**src/rtl/load_store_unit_if.sv**
```systemverilog
`default_nettype none
// +----------------------------------------------------------------------+
// | load_store_unit_if                                                    |
// | Request/ready data-memory bus between the LSU and data memory.        |
// | Rev 1.0                                                               |
// +----------------------------------------------------------------------+
interface load_store_unit_if;
  logic        mem_req;
  logic        mem_we;
  logic [31:0] mem_addr;
  logic [31:0] mem_wdata;
  logic [3:0]  mem_wmask;
  logic        mem_ready;
  logic [31:0] mem_rdata;

  modport master (
    output mem_req,
    output mem_we,
    output mem_addr,
    output mem_wdata,
    output mem_wmask,
    input  mem_ready,
    input  mem_rdata
  );

  modport slave (
    input  mem_req,
    input  mem_we,
    input  mem_addr,
    input  mem_wdata,
    input  mem_wmask,
    output mem_ready,
    output mem_rdata
  );
endinterface
`default_nettype wire

```
**src/rtl/load_store_unit.sv**
```systemverilog
`default_nettype none
// +----------------------------------------------------------------------+
// | load_store_unit                                                       |
// | Memory stage: one RV32I load/store per request, with extension,       |
// | misalignment/illegal-code detection and bus timeout.                  |
// | Rev 1.0                                                               |
// +----------------------------------------------------------------------+
module load_store_unit #(
  parameter int unsigned MAX_WAIT = 255
) (
  input  logic              clk,
  input  logic              rst_n,
  input  logic              start_i,
  input  logic              is_store_i,
  input  logic [2:0]        funct3_i,
  input  logic [31:0]       addr_i,
  input  logic [31:0]       store_data_i,
  output logic              busy_o,
  output logic              done_o,
  output logic [31:0]       load_data_o,
  output logic              misaligned_o,
  output logic              bus_err_o,
  load_store_unit_if.master mem
);

  localparam logic [15:0] c_wait_last = 16'(MAX_WAIT - 1);

  typedef enum logic [1:0] {
    S_IDLE = 2'd0,
    S_REQ  = 2'd1,
    S_DONE = 2'd2
  } state_t;

  state_t      state_q, state_d;
  logic [15:0] wait_q, wait_d;
  logic        is_store_q, is_store_d;
  logic [2:0]  funct3_q, funct3_d;
  logic [31:0] addr_q, addr_d;
  logic [31:0] sdata_q, sdata_d;
  logic [31:0] ld_q, ld_d;
  logic        misal_q, misal_d;
  logic        berr_q, berr_d;

  logic        w_code_ok;
  logic        w_aligned;
  logic        w_illegal;
  logic [3:0]  w_wmask;
  logic [31:0] w_wdata;
  logic [7:0]  w_byte;
  logic [15:0] w_half;
  logic [31:0] w_ldext;
  logic        w_in_req;

  // Legality of the request presented on the inputs this cycle
  always_comb begin
    w_code_ok = 1'b0;
    w_aligned = 1'b1;
    case (funct3_i)
      3'b000, 3'b001, 3'b010: w_code_ok = 1'b1;
      3'b100, 3'b101:         w_code_ok = !is_store_i;
      default:                w_code_ok = 1'b0;
    endcase
    case (funct3_i[1:0])
      2'b01:   w_aligned = !addr_i[0];
      2'b10:   w_aligned = (addr_i[1:0] == 2'b00);
      default: w_aligned = 1'b1;
    endcase
    w_illegal = !w_code_ok || !w_aligned;
  end

  // Byte-lane placement of store data
  always_comb begin
    w_wmask = 4'b1111;
    w_wdata = sdata_q;
    case (funct3_q[1:0])
      2'b00: begin
        w_wmask = 4'b0001 << addr_q[1:0];
        w_wdata = {4{sdata_q[7:0]}};
      end
      2'b01: begin
        w_wmask = 4'b0011 << addr_q[1:0];
        w_wdata = {2{sdata_q[15:0]}};
      end
      default: begin
        w_wmask = 4'b1111;
        w_wdata = sdata_q;
      end
    endcase
  end

  // Lane selection and extension of the returned read word
  always_comb begin
    w_byte  = 8'(mem.mem_rdata >> {addr_q[1:0], 3'b000});
    w_half  = addr_q[1] ? mem.mem_rdata[31:16] : mem.mem_rdata[15:0];
    w_ldext = 32'd0;
    case (funct3_q)
      3'b000:  w_ldext = {{24{w_byte[7]}}, w_byte};
      3'b001:  w_ldext = {{16{w_half[15]}}, w_half};
      3'b010:  w_ldext = mem.mem_rdata;
      3'b100:  w_ldext = {24'd0, w_byte};
      3'b101:  w_ldext = {16'd0, w_half};
      default: w_ldext = 32'd0;
    endcase
  end

  always_comb begin
    state_d    = state_q;
    wait_d     = wait_q;
    is_store_d = is_store_q;
    funct3_d   = funct3_q;
    addr_d     = addr_q;
    sdata_d    = sdata_q;
    ld_d       = ld_q;
    misal_d    = misal_q;
    berr_d     = berr_q;
    case (state_q)
      S_IDLE: begin
        if (start_i) begin
          is_store_d = is_store_i;
          funct3_d   = funct3_i;
          addr_d     = addr_i;
          sdata_d    = store_data_i;
          misal_d    = w_illegal;
          berr_d     = 1'b0;
          wait_d     = 16'd0;
          if (w_illegal) begin
            ld_d    = 32'd0;
            state_d = S_DONE;
          end else begin
            state_d = S_REQ;
          end
        end
      end
      S_REQ: begin
        if (mem.mem_ready) begin
          ld_d    = is_store_q ? 32'd0 : w_ldext;
          state_d = S_DONE;
        end else if (wait_q == c_wait_last) begin
          // Final allowed stall cycle: abort instead of counting further
          ld_d    = 32'd0;
          berr_d  = 1'b1;
          state_d = S_DONE;
        end else begin
          wait_d = wait_q + 16'd1;
        end
      end
      S_DONE: begin
        state_d = S_IDLE;
      end
      default: begin
        state_d = S_IDLE;
      end
    endcase
  end

  always_ff @(posedge clk or negedge rst_n) begin
    if (!rst_n) begin
      state_q    <= S_IDLE;
      wait_q     <= 16'd0;
      is_store_q <= 1'b0;
      funct3_q   <= 3'd0;
      addr_q     <= 32'd0;
      sdata_q    <= 32'd0;
      ld_q       <= 32'd0;
      misal_q    <= 1'b0;
      berr_q     <= 1'b0;
    end else begin
      state_q    <= state_d;
      wait_q     <= wait_d;
      is_store_q <= is_store_d;
      funct3_q   <= funct3_d;
      addr_q     <= addr_d;
      sdata_q    <= sdata_d;
      ld_q       <= ld_d;
      misal_q    <= misal_d;
      berr_q     <= berr_d;
    end
  end

  // Bus outputs are driven only while requesting so they read zero elsewhere
  assign w_in_req      = (state_q == S_REQ);
  assign mem.mem_req   = w_in_req;
  assign mem.mem_we    = w_in_req && is_store_q;
  assign mem.mem_addr  = w_in_req ? {addr_q[31:2], 2'b00} : 32'd0;
  assign mem.mem_wdata = (w_in_req && is_store_q) ? w_wdata : 32'd0;
  assign mem.mem_wmask = (w_in_req && is_store_q) ? w_wmask : 4'b0000;

  assign busy_o       = (state_q != S_IDLE);
  assign done_o       = (state_q == S_DONE);
  assign misaligned_o = done_o && misal_q;
  assign bus_err_o    = done_o && berr_q;
  assign load_data_o  = ld_q;

endmodule
`default_nettype wire

```
**src/flat_wrapper.sv**
```systemverilog
// flat-port wrapper written by rule: the top's interface ports become plain ports
module load_store_unit_flat 
#(
  parameter int unsigned MAX_WAIT = 255
)
  (clk, rst_n, start_i, is_store_i, funct3_i, addr_i, store_data_i, busy_o, done_o, load_data_o, misaligned_o, bus_err_o, mem_mem_req, mem_mem_we, mem_mem_addr, mem_mem_wdata, mem_mem_wmask, mem_mem_ready, mem_mem_rdata);
  load_store_unit_if mem_i ();
  input  logic clk;
  input  logic rst_n;
  input  logic start_i;
  input  logic is_store_i;
  input  logic [2:0] funct3_i;
  input  logic [31:0] addr_i;
  input  logic [31:0] store_data_i;
  output logic busy_o;
  output logic done_o;
  output logic [31:0] load_data_o;
  output logic misaligned_o;
  output logic bus_err_o;
  output wire logic [$bits(mem_i.mem_req)-1:0] mem_mem_req;
  output wire logic [$bits(mem_i.mem_we)-1:0] mem_mem_we;
  output wire logic [$bits(mem_i.mem_addr)-1:0] mem_mem_addr;
  output wire logic [$bits(mem_i.mem_wdata)-1:0] mem_mem_wdata;
  output wire logic [$bits(mem_i.mem_wmask)-1:0] mem_mem_wmask;
  input wire logic [$bits(mem_i.mem_ready)-1:0] mem_mem_ready;
  input wire logic [$bits(mem_i.mem_rdata)-1:0] mem_mem_rdata;
  assign mem_mem_req = mem_i.mem_req;
  assign mem_mem_we = mem_i.mem_we;
  assign mem_mem_addr = mem_i.mem_addr;
  assign mem_mem_wdata = mem_i.mem_wdata;
  assign mem_mem_wmask = mem_i.mem_wmask;
  assign mem_i.mem_ready = mem_mem_ready;
  assign mem_i.mem_rdata = mem_mem_rdata;
  load_store_unit #(.MAX_WAIT(MAX_WAIT)) u_core (.clk(clk), .rst_n(rst_n), .start_i(start_i), .is_store_i(is_store_i), .funct3_i(funct3_i), .addr_i(addr_i), .store_data_i(store_data_i), .busy_o(busy_o), .done_o(done_o), .load_data_o(load_data_o), .misaligned_o(misaligned_o), .bus_err_o(bus_err_o), .mem(mem_i));
endmodule
```
**config.mk**
```make
export PLATFORM = sky130hd
export DESIGN_NAME = load_store_unit_flat
export DESIGN_NICKNAME = d
export VERILOG_FILES = /design/src/rtl/load_store_unit_if.sv /design/src/rtl/load_store_unit.sv /design/src/flat_wrapper.sv
export SDC_FILE = /design/constraint.sdc
export NUM_CORES = 1
export LEC_CHECK = 0
export ABC_AREA = 1
export BUFFER_PORTS_ARGS = -buffer_cell sky130_fd_sc_hd__buf_2
export CAP_MARGIN = 20
export CORE_MARGIN = 8
export CORE_UTILIZATION = 52
export CTS_CLUSTER_DIAMETER = 120
export CTS_CLUSTER_SIZE = 20
export DETAILED_ROUTE_END_ITERATION = 16
export PLACE_DENSITY = 0.78
export SLEW_MARGIN = 0
export SYNTH_ARGS = -nofsm -noshare
export SYNTH_HDL_FRONTEND = slang
export SYNTH_SLANG_ARGS = --single-unit
```
**constraint.sdc**
```tcl
create_clock -name clk -period 1.9 [get_ports clk]
set_input_delay 0.38 -clock clk [delete_from_list [all_inputs] [get_ports clk]]
set_output_delay 0.38 -clock clk [all_outputs]
set_load 0.01 [all_outputs]
```
-- After elaboration in Yosys (flattened, before gate mapping)
Index checks and enable logic that the tools add are counted.
- add/subtract/negate cells: 1
- multipliers: 0
- divide/modulo/power cells: 0
- order comparisons: 0
- equal/unequal tests: 20
- shifts and indexed selects: 3
- mux-type cells: 28
- bitwise operators: 0
- reductions and logical operators: 22
- operator list (operator ; count):
    32-bit two-way mux ; 7
    32-bit one-hot mux with 5 select lines ; 1
    32-bit one-hot mux with 2 select lines ; 2
    16-bit two-way mux ; 4
    16-bit one-hot mux with 2 select lines ; 1
    32-bit by 5-bit >> shifter with 8-bit output ; 1
    16-bit by 1-bit adder with 16-bit output (second input constant) ; 1
    16-bit by 8-bit == test with 1-bit output (second input constant) ; 1
    3-bit == test (second input constant) ; 4
    4-bit AND reduction ; 3
    2-bit two-way mux ; 4
    2-bit != test (second input constant) ; 4
    4-bit one-hot mux with 2 select lines ; 1
    2-bit by 1-bit == test with 1-bit output (second input constant) ; 3
    3-bit by 1-bit == test with 1-bit output (second input constant) ; 2
    3-bit by 2-bit == test with 1-bit output (second input constant) ; 2
    2-bit logical NOT ; 3
    3-bit logical NOT ; 2
    1-bit one-hot mux with 2 select lines ; 3
    2-bit == test (second input constant) ; 2
    1-bit logical NOT ; 4
    4-bit two-way mux ; 1
    2-bit one-hot mux with 2 select lines ; 1
    2-bit AND reduction ; 2
    other kinds (10) ; 15
- flip-flop bits (word level): 120
- latch bits: 0
- memory bits (writable): 0
- ROM bits: 0
- output and inout bits: 106
- word-level logic and storage cells: 83
- memories kept: 0

-- Depth between registers and ports, before layout
Gate-level depths: netlist of the first run.
- depth in word-level cells: 8
- mapped depth: 11

-- Worst setup path before layout of the first run
Ideal clock, no wire load.
- path kind: flip-flop to output port
- from: reg u_core.state_q[1]
- to: out mem_mem_wdata[15]
- arrival time: 1446 ps
- data required time: 1520 ps
- slack: 74 ps
- cell stages (with the launch flop): 8
- buffers on the path: 2
- cell sequence: dfrtp_1 inv_1 nand2_1 buf_2 nor2_4 inv_1 buf_2 nor3_1
- longest elaborated chain between the ends: 3
- ends and longest elaborated chain (what ; RTL line ; RTL):
    start: declaration ; load_store_unit.sv:34 ; state_t state_q, state_d;
    start signal: assignment ; load_store_unit.sv:168 ; state_q <= state_d;
    2-bit by 1-bit == test with 1-bit output ; load_store_unit.sv:181 ; assign w_in_req = (state_q == S_REQ);
    1-bit logical AND ; -- ;
    net mem_mem_we ; flat_wrapper.sv:21 ; output wire logic [$bits(mem_i.mem_we)-1:0] mem_mem_we;
    32-bit two-way mux ; load_store_unit.sv:185 ; assign mem.mem_wdata = (w_in_req && is_store_q) ? w_wdata : 32'd0;
    end: declaration ; flat_wrapper.sv:23 ; output wire logic [$bits(mem_i.mem_wdata)-1:0] mem_mem_wdata;
The timed path passes the listed nets, and every way through them passes these cells.

-- Final worst setup path of the first run
- from: reg u_core.state_q[1]
- to: out mem_mem_wmask[0]
- longest elaborated chain between the ends: 3
- ends and longest elaborated chain (what ; RTL line ; RTL):
    2-bit by 1-bit == test with 1-bit output ; load_store_unit.sv:181 ;
    1-bit logical AND ; load_store_unit.sv:186 ; assign mem.mem_wmask = (w_in_req && is_store_q) ? w_wmask : 4'b0000;
    4-bit two-way mux ; load_store_unit.sv:186 ;
    end: declaration ; flat_wrapper.sv:24 ; output wire logic [$bits(mem_i.mem_wmask)-1:0] mem_mem_wmask;
Every way passes these cells.

==> key figures, run 1 <==
Run status
  – Outcome: finished with violations
  – Failing checks: negative setup slack

Setup path
  – Crit Reg-Reg Endpoint: u_core.load_data_o[12]$_DFFE_PN0P_
  – Max Fanout on Critical Path: 5
  – Beginning of the worst register-to-register path: u_core.state_q[1]$_DFFE_PN0P_
  – Required time reported for the critical path endpoint: approximately 1.5 ns
  – Element type at the critical path end: primary output
  – Type of the setup path with the least slack: reg -> out
  – Flop2flop setup slack: around 0.06 ns
  – Crit path to: mem_mem_wmask[0]
  – Reg2Reg Depth: 8
  – Worst setup startpoint: u_core.state_q[1]$_DFFE_PN0P_
  – Startpoint type of the worst setup path: flop
  – Critical path data arrival time: ~1.8 ns

Finish
  – Final core utilization: 0.722
  – Diodes inserted: 0
  – Area growth from synthesis to layout: 37.7%
  – Number of standard cells in the layout, taps in and fillers out: 1355
  – Net count, final: roughly 1.3k
  – Ratio of cells with drive above 1 in the final layout: 0.298

Drt
  – Number of nets still failing antenna checks after routing: 0
  – Routed via count: 6917
  – Initial drt markers: 572
  – WL final: 21.0 mm
  – Vias per std cell: 5.10
  – First-pass DRT Iterations: 6
  – Remaining design rule violation count: 0
  – Average routed wire per standard cell: approximately 16 um

STA
  – Post-layout minimum cycle time: around 2.2 ns
  – Final setup viols: 49
  – Final Max Tran Viols: 0
  – Top achievable clock speed: 461 MHz
  – Worst relative slew slack: 0.574
  – Setup clock skew after layout: roughly 0.008 ns
  – Unrepaired setup endpoints after global routing: true
  – Ratio of final minimum period to clock period: 1.14
  – Worst Slack Setup Final: -0.268 ns
  – Transition time at the pin with the least slew margin: around 0.64 ns
  – Number of endpoints with negative hold slack in the final report: 0

Clocking
  – Buffer cell driving the clock tree root: sky130_fd_sc_hd__clkbuf_16
  – Number of H-tree levels: 4
  – Clock latency on the worst-skew pair: 0.42 ns
  – Clock tree from TritonCTS: built
  – Clock Sink Count: 120
  – Clk buf depth: 2
  – Clock buffers created by TritonCTS: 17
  – Clock transition at the registers of the reported paths: 0.06 ns

Synth
  – Top-area cell type share of the netlist area: 0.459
  – Sequential cell area fraction in the yosys report: 0.459
  – Post-synthesis sequential element count: 120
  – Share of synthesized registers carrying an async set or reset: 1.00
  – Top post-synthesis cells by area: sky130_fd_sc_hd__dfrtp_1, sky130_fd_sc_hd__nand2_1, sky130_fd_sc_hd__nor2_1
  – Area fraction in compound gates after synthesis: 0.103
  – Cell types with the highest counts after synthesis: sky130_fd_sc_hd__nand2_1, sky130_fd_sc_hd__dfrtp_1, sky130_fd_sc_hd__nor2_1
  – Primary FF master, synth: sky130_fd_sc_hd__dfrtp_1
  – EDFF count, synth: 0
  – Post-Syn Area: about 6500 um2
  – Synth Area in Simple Gates: 0.329
  – Xor and xnor area share after synthesis: 0.00536
  – Synth unique cells: 29
  – Synth Area in Adders: 0.00957
  – Avg Synthesized Cell Area: 6.95 um2
  – Most frequently used cell type in the post-synthesis netlist: sky130_fd_sc_hd__nand2_1
  – Fraction of synthesized area in multiplexers: 0
  – Dominant combinational cell family by area after synthesis: simple AND/OR/NAND/NOR gates
  – Number of warning messages in the yosys log: 0
  – Cells after synthesis: 941
  – Cell accounting for the most synthesized area: sky130_fd_sc_hd__dfrtp_1

Pwr
  – Worst vdd ir: 0.782 mV
  – P per Cell Area: 1090 nW/um2
  – Leak pwr: 5.04 nW
  – Total chip power: 9.79 mW

Placed design
  – Routability Congestion: 0.891
  – Buffers on Ports: 207
  – Final HPWL from detailed placement: 14.0 mm
  – Placed instance count: 1297
  – Worst setup timing slack at the placement stage: 0.0273 ns

GRT
  – Largest net degree at the start of global routing: 74
  – Wire length of the first global-routing pass: 32.5 mm
  – Number of antenna violations at the first check in global routing: 3
  – Number of global-route vias before repair: roughly 6.7k
  – Grt total ovfl: 0
  – Global-route usage over all layers: 0.248

Floorplanning
  – Die H: 128 um
  – Total I/O pin count: 210
  – Core footprint: 12500 um2
  – Starting utilization of the core area: 0.524
  – Die width: 128 um
  – Standard-cell row count: 41
  – Die ar.: 16400 um2

Min path
  – Path category of the worst min-delay check: in -> reg
  – Cell count of the worst hold path: 3

Job
  – Max_cap viols: 0
how the worst min path moves through the flow:
stage | end | slack, ns | start
floorplan | u_core.addr_q[0]$_DFFE_PN0P_ | 0.08 | rst_n
global placement | u_core.load_data_o[26]$_DFFE_PN0P_ | 0.31 | rst_n
detailed placement | u_core.load_data_o[26]$_DFFE_PN0P_ | 0.31 | rst_n
CTS | u_core.sdata_q[19]$_DFFE_PN0P_ | 0.15 | store_data_i[19]
global route | u_core.sdata_q[31]$_DFFE_PN0P_ | 0.16 | store_data_i[31]
finish | u_core.sdata_q[23]$_DFFE_PN0P_ | 0.16 | store_data_i[23]
state kept, by name, indices dropped and copies added, names as in the netlist:
register	count
u_core.addr_q	32
u_core.load_data_o	32
u_core.sdata_q	32
u_core.wait_q	16
u_core.funct3_q	3
u_core.state_q	2
u_core.berr_q	1
u_core.is_store_q	1
u_core.misal_q	1
stage by stage:
| step | hold WS, ns | setup TNS [ns] | area [um2] |
|---|---|---|---|
| 2_1_floorplan | 0.0844 | 0 | 6540 |
| 3_3_place_gp | 0.307 | 0 | 7800 |
| 3_5_place_dp | 0.312 | 0 | 7800 |
| 4_1_cts | 0.147 | -6.11 | 8720 |
| 5_1_grt | 0.162 | -11.01 | 9000 |
| 6_report | 0.159 | -7.00 | 9000 |
report_power, final:
group / internal (mW) / switching [mW]
combinational: 1.03 / 1.85
clock: 2.39 / 1.17
sequential: 3.04 / 0.314
placed cells by master, fill, tap and decap left out, types with 8 or more instances in the layout:
cell type,count
sky130_fd_sc_hd__a21oi_1,13
sky130_fd_sc_hd__buf_4,25
sky130_fd_sc_hd__nor2_1,87
sky130_fd_sc_hd__clkbuf_16,19
sky130_fd_sc_hd__nor2_2,13
sky130_fd_sc_hd__nand3_1,30
sky130_fd_sc_hd__nand2_1,387
sky130_fd_sc_hd__o211ai_1,8
sky130_fd_sc_hd__buf_2,204
sky130_fd_sc_hd__inv_1,86
sky130_fd_sc_hd__o21ai_0,65
sky130_fd_sc_hd__buf_12,8
sky130_fd_sc_hd__dfrtp_1,120
sky130_fd_sc_hd__a21oi_2,10
sky130_fd_sc_hd__buf_6,11
layout make-up:
class | count | area [um2]
Timing Repair inverter | 3 | 22.5
Inverter | 96 | 382
Fill cell | 995 | 3460
Sequential cell | 120 | 3000
Tap cell | 172 | 215
Timing Repair Buffer | 251 | 1550
Clock buffer | 20 | 457
Multi-Input combinational cell | 681 | 3170
Clock inverter | 12 | 198
per-layer routing:
layer / GRT usage / up-vias / share of wire
met2: 0.406 / 325 / 0.49
li1: - / 3369 / -
met4: 0.0902 / 6 / 0.022
met3: 0.0774 / 48 / 0.087
met5: 0 / - / 0.0014
met1: 0.300 / 3169 / 0.40
kinds of logic after synthesis:
group / Yosys count
compound gates: 124
xor+xnor: 4
fa+ha+maj: 5
buf+inv: 144
flops: 120
other cells: 1
simple gates: 543
worst max-delay path, cell delays in order (launching register included):
cell,delay [ns]
sky130_fd_sc_hd__dfrtp_1,0.39
sky130_fd_sc_hd__inv_2,0.10
sky130_fd_sc_hd__nand2_4,0.06
sky130_fd_sc_hd__nor2_4,0.12
sky130_fd_sc_hd__buf_6,0.13
sky130_fd_sc_hd__buf_6,0.12
sky130_fd_sc_hd__clkinvlp_4,0.17
sky130_fd_sc_hd__nor2_1,0.14
sky130_fd_sc_hd__buf_2,0.14
timing repair:
action / in CTS / in global routing
pin swaps: 17 / 13
cloned: 3 / 5
hold buffers: 1 / 0
endpoints found under the hold margin: 20 / 0
setup buffers: 13 / 5
endpoints found under the setup margin: 41 / 70
resized for setup: 48 / 39
No activity file was read; power rests on OpenSTA's default activity.
==> run 2: changes to the inputs <==
--- a/config.mk
+++ b/config.mk
@@ -10,6 +10,7 @@
 export CAP_MARGIN = 20
 export CORE_MARGIN = 8
 export CORE_UTILIZATION = 52
+export CTS_BUF_LIST = sky130_fd_sc_hd__clkbuf_4 sky130_fd_sc_hd__clkbuf_8 sky130_fd_sc_hd__clkbuf_16
 export CTS_CLUSTER_DIAMETER = 120
 export CTS_CLUSTER_SIZE = 20
 export DETAILED_ROUTE_END_ITERATION = 16
==> run 2 against run 1 <==
Effect of this change: the run still ends with negative setup slack left; via count fell by 0.68%; combinational power fell by 2%; critical path depth fell by 1; clock skew rose by 0.0068 ns; worst setup slack improved by 0.017 ns; global-route usage fell by 0.14 points; critical path type unchanged; critical endpoint is now mem_mem_wdata[15]; largest cell class unchanged; largest power group unchanged.
==> key figures, run 2 (synthesized netlist as in run 1, its figures left out) <==
Run status
  – Outcome: finished with violations
  – Failing checks: negative setup slack

Setup path
  – Flop2flop setup slack: 0.08 ns (+0.02 ns)
  – Max Fanout on Critical Path: 6 (+1)
  – Required time reported for the critical path endpoint: 1.52 ns (about the same)
  – Critical path data arrival time: 1.77 ns (-0.02 ns)
  – Type of the setup path with the least slack: reg -> out
  – Beginning of the worst register-to-register path: u_core.wait_q[0]$_DFFE_PN0P_
  – Critical-path top delay cell: sky130_fd_sc_hd__dfrtp_1
  – Crit Reg-Reg Endpoint: u_core.load_data_o[12]$_DFFE_PN0P_
  – Element type at the critical path end: primary output
  – Delay-heaviest family, CP: buffers and inverters
  – Series of cell instances along the critical path: inv_2 > nand2_4 > nor2_4 > buf_4 > clkinvlp_4 > nor3_2 > buf_2
  – Sum of buffers and inverters on the critical path: 4 (-1)
  – Crit-path max cell delay: 0.39 ns (about the same)
  – Reg2Reg Depth: 9 (+1)
  – Startpoint type of the worst setup path: flop

Clocking
  – Clock buffers created by TritonCTS: 17 (unchanged)
  – Number of H-tree levels: 4 (unchanged)
  – Buffer cell driving the clock tree root: sky130_fd_sc_hd__clkbuf_16
  – Clock transition at the registers of the reported paths: 0.06 ns (about the same)
  – Clock latency on the worst-skew pair: 0.42 ns (about the same)
  – Clock tree from TritonCTS: built
  – Clock Sink Count: 120 (unchanged)
  – Clk buf depth: 2 (unchanged)

STA
  – Number of endpoints with negative hold slack in the final report: 0 (unchanged)
  – Post-layout minimum cycle time: 2.15 ns (-0.0166 ns)
  – Unrepaired setup endpoints after global routing: true
  – Final setup viols: 50 (+2.0%)
  – Top achievable clock speed: 465 MHz (+0.77%)
  – Setup Total Neg Slack: -6.39 ns (+0.611 ns)
  – Setup clock skew after layout: 0.0148 ns (+0.00677 ns)
  – Transition time at the pin with the least slew margin: 0.650 ns (+0.0114 ns)
  – Ratio of final minimum period to clock period: 1.13 (-0.00874)
  – Worst relative slew slack: 0.566 (-0.00760)
  – Final Max Tran Viols: 0 (unchanged)
  – Worst Slack Setup Final: -0.251 ns (+0.0166 ns)

Pwr
  – P per Cell Area: 1090 nW/um2 (+0.58%)
  – Worst vdd ir: 0.782 mV (about the same)
  – Cell internal power dissipation: 6.44 mW (-0.26%)
  – Fraction of power spent switching nets: 0.340 (-0.000418)
  – Total chip power: 9.76 mW (-0.32%)
  – Sequential group share of total power: 0.344 (+0.002)
  – Logic pwr share: 0.290 (-0.004)
  – Net load switching power: 3.32 mW (-0.45%)
  – Leak pwr: 5.02 nW (-0.54%)
  – Relative contribution of the clock network to total power: 0.367 (+0.004)

GRT
  – Wire length of the first global-routing pass: 32.3 mm (-0.62%)
  – Largest net degree at the start of global routing: 74 (unchanged)
  – Number of antenna violations at the first check in global routing: 3 (unchanged)
  – Global-route usage over all layers: 0.246 (-0.00139)
  – Grt total ovfl: 0 (unchanged)
  – Number of global-route vias before repair: 6623 (-0.50%)

Drt
  – Initial drt markers: 585 (+2.3%)
  – WL final: 21.0 mm (-0.17%)
  – Met3 WL post-DR: 1.78 mm (-2.6%)
  – Vias per std cell: 5.09 (-0.39%)
  – First-pass DRT Iterations: 8 (+2)
  – Met1 wire length: 8.48 mm (+0.39%)
  – Max layer used: met5
  – Average routed wire per standard cell: 15.6 um (+0.12%)
  – Routed via count: 6870 (-0.68%)
  – Number of nets still failing antenna checks after routing: 0 (unchanged)
  – Remaining design rule violation count: 0 (unchanged)
  – Met2 layer wire length in the routed design: 10.3 mm (+0.52%)

Min path
  – Endpoint with the worst hold slack: u_core.sdata_q[22]$_DFFE_PN0P_
  – Cell count of the worst hold path: 3 (unchanged)
  – Path category of the worst min-delay check: in -> reg
  – Startpoint of the tightest hold check path: store_data_i[22]

Floorplanning
  – Die H: 128 um (unchanged)
  – Core footprint: 12500 um2 (unchanged)
  – Starting utilization of the core area: 0.524 (unchanged)
  – Standard-cell row count: 41 (unchanged)
  – Total I/O pin count: 210 (unchanged)
  – Die width: 128 um (unchanged)
  – Die ar.: 16400 um2 (unchanged)

Finish
  – Diodes inserted: 0 (unchanged)
  – Final instance area: 8920 um2 (-0.90%)
  – Area growth from synthesis to layout: 36.4%
  – Net count, final: 1275 (-0.31%)
  – Final core utilization: 0.716 (-0.00652)
  – Ratio of cells with drive above 1 in the final layout: 0.295 (-0.00323)
  – Most frequent standard cell in the layout excluding fill and tap cells: sky130_fd_sc_hd__nand2_1
  – Leading cell types in the layout, fill and taps excluded: sky130_fd_sc_hd__nand2_1, sky130_fd_sc_hd__buf_2, sky130_fd_sc_hd__dfrtp_1, sky130_fd_sc_hd__nor2_1, sky130_fd_sc_hd__inv_1

Placed design
  – Final HPWL from detailed placement: 14.0 mm (unchanged)
  – Buffers on Ports: 207 (unchanged)
  – Worst setup timing slack at the placement stage: 0.0273 ns (unchanged)
  – Routability Congestion: 0.891 (unchanged)
  – Post-place instance area: 7800 um2 (unchanged)

Job
  – Max_cap viols: 0 (unchanged)
==> run 2: cell count changes in the layout (fill, tap and decap cells not counted), sizes merged <==
cell,previous run,this run
buf,248,245
nand3,34,33
==> run 2: cell type report <==
cell class              instances  area [um2]
multi-input cells             680        3130
fillers                      1010        3550
repair inverters                3        22.5
inverters                      96         384
clock inverters                12         198
repair buffers                248        1510
clock buffers                  20         460
well taps                     172         215
flip-flops and latches        120        3000
==> run 2: power by group through the flow <==
stage                     Clock [mW]  Sequential (mW)  Combinational (mW)
final                           3.58             3.35                2.83
after global routing            3.71             3.40                3.16
after CTS                       3.60             3.32                2.59
after detailed placement           0             3.34                2.45
after global placement             0             3.33                2.42
after floorplan                    0             3.29                1.65
==> run 2: worst reg2reg max path, delay by kind of cell (launching register included) <==
kind,cells,cell delay (ns)
adder cells (fa/ha/maj),1,0.17
AND/OR/NAND/NOR,7,1.04
flip-flops,1,0.38
buffers and inverters,1,0.10
==> run 2: worst max-delay path by stage <==
stage | slack (ns) | end | depth (start not counted) | startpoint
after floorplan | 0.07 | mem_mem_wdata[15] | 7 | u_core.state_q[1]$_DFFE_PN0P_
after global placement | 0.11 | u_core.load_data_o[19]$_DFFE_PN0P_ | 10 | funct3_i[0]
after detailed placement | 0.03 | u_core.load_data_o[24]$_DFFE_PN0P_ | 10 | funct3_i[0]
after CTS | -0.22 | mem_mem_wdata[16] | 8 | u_core.state_q[1]$_DFFE_PN0P_
after global routing | -0.31 | mem_mem_wdata[31] | 7 | u_core.state_q[1]$_DFFE_PN0P_
final | -0.25 | mem_mem_wdata[15] | 7 | u_core.state_q[1]$_DFFE_PN0P_
==> run 2: through the flow <==
stage | hold WS [ns] | cells
after floorplan | 0.0844 | 942
after global placement | 0.307 | 1297
after detailed placement | 0.312 | 1297
after CTS | 0.145 | 1342
after global routing | 0.160 | 1351
final | 0.155 | 1351
==> run 2: metal layers <==
metal / global-route usage / up-vias
met2: 0.404 / 313
met3: 0.0782 / 38
met4: 0.0972 / 6
li1: - / 3359
met1: 0.295 / 3154
met5: 0 / -
==> run 2: repair_timing <==
action | CTS | global route
gates cloned | 3 | 4
pin swaps | 15 | 12
setup buffers | 9 | 6
endpoints found under the setup margin | 41 | 70
resized for setup | 45 | 35
hold endpoints to repair | 20 | 0
hold buffers | 1 | 0
==> run 3: changes to the inputs <==
--- a/config.mk
+++ b/config.mk
@@ -5,11 +5,10 @@
 export SDC_FILE = /design/constraint.sdc
 export NUM_CORES = 1
 export LEC_CHECK = 0
-export ABC_AREA = 1
 export BUFFER_PORTS_ARGS = -buffer_cell sky130_fd_sc_hd__buf_2
 export CAP_MARGIN = 20
 export CORE_MARGIN = 8
-export CORE_UTILIZATION = 52
+export CORE_UTILIZATION = 51
 export CTS_BUF_LIST = sky130_fd_sc_hd__clkbuf_4 sky130_fd_sc_hd__clkbuf_8 sky130_fd_sc_hd__clkbuf_16
 export CTS_CLUSTER_DIAMETER = 120
 export CTS_CLUSTER_SIZE = 20
==> run 3 against run 2 <==
Effect of this change: the flow still finishes with violations (negative setup slack); routed wire length increased by 5.1%; first-iteration DRC count is 18% higher; area after synthesis is 5.6% lower; worst setup slack gained 0.033 ns; fmax is 1.6% higher; non-clock buffer count up 32; design area up 4.0%; critical endpoint is now mem_mem_wdata[30]; largest cell class unchanged.
==> key figures, run 3 <==
Run status
  – Outcome: finished with violations
  – Failing checks: negative setup slack

Synth
  – Most frequently used cell type in the post-synthesis netlist: sky130_fd_sc_hd__nand2_1
  – Synth unique cells: 57 (+97%)
  – Post-Syn Area: 6170 um2 (-5.6%)
  – Cells after synthesis: 688 (-27%)
  – Top-area cell type share of the netlist area: 0.487 (+0.0275)
  – Xor and xnor area share after synthesis: 0.0114 (+0.00600)
  – Synth Area in Adders: 0.0101 (+0.000573)
  – Synth Area in Simple Gates: 0.256 (-0.0732)
  – Sequential cell area fraction in the yosys report: 0.487 (+0.0275)
  – EDFF count, synth: 0 (unchanged)
  – Cell accounting for the most synthesized area: sky130_fd_sc_hd__dfrtp_1
  – Area fraction in compound gates after synthesis: 0.141 (+0.0384)
  – Avg Synthesized Cell Area: 8.97 um2 (+29%)
  – Number of warning messages in the yosys log: 0 (unchanged)
  – Top post-synthesis cells by area: sky130_fd_sc_hd__dfrtp_1, sky130_fd_sc_hd__nand2_1, sky130_fd_sc_hd__o2bb2ai_1
  – Primary FF master, synth: sky130_fd_sc_hd__dfrtp_1
  – Dominant combinational cell family by area after synthesis: simple AND/OR/NAND/NOR gates
  – Post-synthesis sequential element count: 120 (unchanged)
  – Cell types with the highest counts after synthesis: sky130_fd_sc_hd__nand2_1, sky130_fd_sc_hd__dfrtp_1, sky130_fd_sc_hd__a21oi_1
  – Fraction of synthesized area in multiplexers: 0.0462 (+0.0462)
  – Share of synthesized registers carrying an async set or reset: 1.00 (unchanged)

Drt
  – Average routed wire per standard cell: 20.1 um (+29%)
  – WL final: 22.1 mm (+5.1%)
  – Routed via count: 6275 (-8.7%)
  – Vias per std cell: 5.71 (+12%)
  – Number of nets still failing antenna checks after routing: 0 (unchanged)
  – First-pass DRT Iterations: 5 (-3)
  – Initial drt markers: 690 (+18%)
  – Remaining design rule violation count: 0 (unchanged)

Clocking
  – Clk buf depth: 2 (unchanged)
  – Clock buffers created by TritonCTS: 17 (unchanged)
  – Clock latency on the worst-skew pair: 0.42 ns (about the same)
  – Clock Sink Count: 120 (unchanged)
  – Clock tree from TritonCTS: built
  – Number of H-tree levels: 4 (unchanged)
  – Clock transition at the registers of the reported paths: 0.06 ns (about the same)
  – Buffer cell driving the clock tree root: sky130_fd_sc_hd__clkbuf_16

STA
  – Number of endpoints with negative hold slack in the final report: 0 (unchanged)
  – Final-layout worst hold slack: 0.144 ns (-0.0116 ns)
  – Worst relative slew slack: 0.595 (+0.0295)
  – Final Max Tran Viols: 0 (unchanged)
  – Ratio of final minimum period to clock period: 1.11 (-0.0175)
  – Unrepaired setup endpoints after global routing: true
  – Post-layout minimum cycle time: 2.12 ns (-0.0333 ns)
  – Setup Total Neg Slack: -6.70 ns (-0.306 ns)
  – Transition time at the pin with the least slew margin: 0.605 ns (-0.0455 ns)
  – Setup clock skew after layout: 0.00760 ns (-0.00718 ns)
  – Top achievable clock speed: 472 MHz (+1.6%)
  – Worst Slack Setup Final: -0.218 ns (+0.0333 ns)
  – Final setup viols: 67 (+34%)

Finish
  – Net count, final: 1049 (-18%)
  – Final core utilization: 0.779 (+0.0631)
  – Most frequent standard cell in the layout excluding fill and tap cells: sky130_fd_sc_hd__nand2_1
  – Area growth from synthesis to layout: 50.4%
  – Final instance area: 9280 um2 (+4.0%)
  – Ratio of cells with drive above 1 in the final layout: 0.442 (+0.147)
  – Diodes inserted: 0 (unchanged)
  – Leading cell types in the layout, fill and taps excluded: sky130_fd_sc_hd__nand2_1, sky130_fd_sc_hd__buf_2, sky130_fd_sc_hd__dfrtp_1, sky130_fd_sc_hd__buf_6, sky130_fd_sc_hd__buf_4

GRT
  – Number of antenna violations at the first check in global routing: 1 (-2)
  – Wire length of the first global-routing pass: 30.3 mm (-6.1%)
  – Largest net degree at the start of global routing: 42 (-43%)
  – Global-route usage over all layers: 0.239 (-0.00732)
  – Grt total ovfl: 0 (unchanged)
  – Number of global-route vias before repair: 5844 (-12%)

Placed design
  – Post-place instance area: 7520 um2 (-3.6%)
  – Final HPWL from detailed placement: 13.6 mm (-3.1%)
  – Buffers on Ports: 207 (unchanged)
  – Routability Congestion: 0.861 (-3.4%)

Setup path
  – Type of the setup path with the least slack: reg -> out
  – Reg2Reg Depth: 8 (-1)
  – Startpoint type of the worst setup path: flop
  – Crit path to: mem_mem_wdata[30]
  – Element type at the critical path end: primary output
  – Flop2flop setup slack: -0.03 ns (-0.11 ns)
  – Max Fanout on Critical Path: 6 (unchanged)
  – Crit Reg-Reg Endpoint: u_core.wait_q[9]$_DFFE_PN0P_
  – Critical path data arrival time: 1.74 ns (-0.03 ns)
  – Worst setup startpoint: u_core.funct3_q[0]$_DFFE_PN0P_
  – Required time reported for the critical path endpoint: 1.52 ns (about the same)
  – Beginning of the worst register-to-register path: u_core.state_q[0]$_DFFE_PN0P_

Min path
  – Path category of the worst min-delay check: in -> reg
  – Cell count of the worst hold path: 3 (unchanged)

Job
  – Max_cap viols: 0 (unchanged)

Floorplanning
  – Total I/O pin count: 210 (unchanged)
  – Core footprint: 11900 um2 (-4.4%)
  – Standard-cell row count: 40 (-2.4%)
  – Die ar.: 15900 um2 (-3.3%)
  – Die width: 126 um (-1.7%)
  – Die H: 126 um (-1.7%)
  – Starting utilization of the core area: 0.518 (-0.00658)

Pwr
  – Leak pwr: 4.72 nW (-5.8%)
  – P per Cell Area: 1040 nW/um2 (-4.6%)
  – Total chip power: 9.68 mW (-0.76%)
  – Worst vdd ir: 0.853 mV (+9.0%)
run 3: final cells by class:
type                    count  area [um2]
flip-flops and latches    120        3010
repair buffers            280        2210
clock inverters             9        75.1
multi-input cells         509        3250
inverters                  12        60.1
well taps                 147         184
fillers                   759        2640
clock buffers              22         482
run 3: worst min-delay path by stage:
stage	slack, ns	from	endpoint
after floorplan	0.08	rst_n	u_core.addr_q[0]$_DFFE_PN0P_
final	0.14	store_data_i[18]	u_core.sdata_q[18]$_DFFE_PN0P_
after detailed placement	0.34	rst_n	u_core.load_data_o[3]$_DFFE_PN0P_
after CTS	0.13	addr_i[24]	u_core.addr_q[24]$_DFFE_PN0P_
after global placement	0.34	rst_n	u_core.load_data_o[3]$_DFFE_PN0P_
after global routing	0.14	store_data_i[1]	u_core.sdata_q[1]$_DFFE_PN0P_
run 3: cell families after synthesis:
group,count (synthesis)
DFF,120
muxes,27
xor gates and xnor gates,8
AOI/OAI and AO/OA,118
buffers and inverters,60
and+or+nand+nor,349
adders and majority gates,5
other,1
run 3: stage by stage:
step	cells	worst slack, ns
3_5_place_dp	1032	-0.0685
6_report	1099	-0.218
5_1_grt	1099	-0.280
3_3_place_gp	1032	-0.0147
2_1_floorplan	689	0.0598
4_1_cts	1071	-0.117
run 3: report_power, final:
part	internal [mW]	switching, mW	total [mW]	leakage, nW
combinational	1.47	1.68	3.15	2.90
sequential	3.02	0.460	3.48	1.55
clock	1.90	1.15	3.05	0.278
total	6.39	3.29	9.68	4.72
run 3: worst max-delay path, cell delays in order (launching register included):
cell and delay, ns:
sky130_fd_sc_hd__dfrtp_2 0.43, sky130_fd_sc_hd__buf_8 0.14, sky130_fd_sc_hd__buf_6 0.12, sky130_fd_sc_hd__mux2i_1 0.21, sky130_fd_sc_hd__nor2_1 0.08, sky130_fd_sc_hd__a21oi_2 0.14
sky130_fd_sc_hd__nor2_2 0.05, sky130_fd_sc_hd__buf_2 0.13
run 3: timing repair:
action	4_1_cts	5_1_grt
endpoints found under the setup margin	68	91
hold endpoints to repair	26	0
setup buffers	4	22
gates cloned	3	7
pin swaps	4	43
hold buffers	1	0
gates resized for setup	47	140
run 3: routing by layer:
layer  vias to the layer above  GRT usage  routed length, um
li1                       2829          -                  -
met1                      2992      0.288               8590
met2                       381      0.374              10400
met3                        71     0.0937               2280
met4                         2     0.0991                773
met5                         -          0                  8
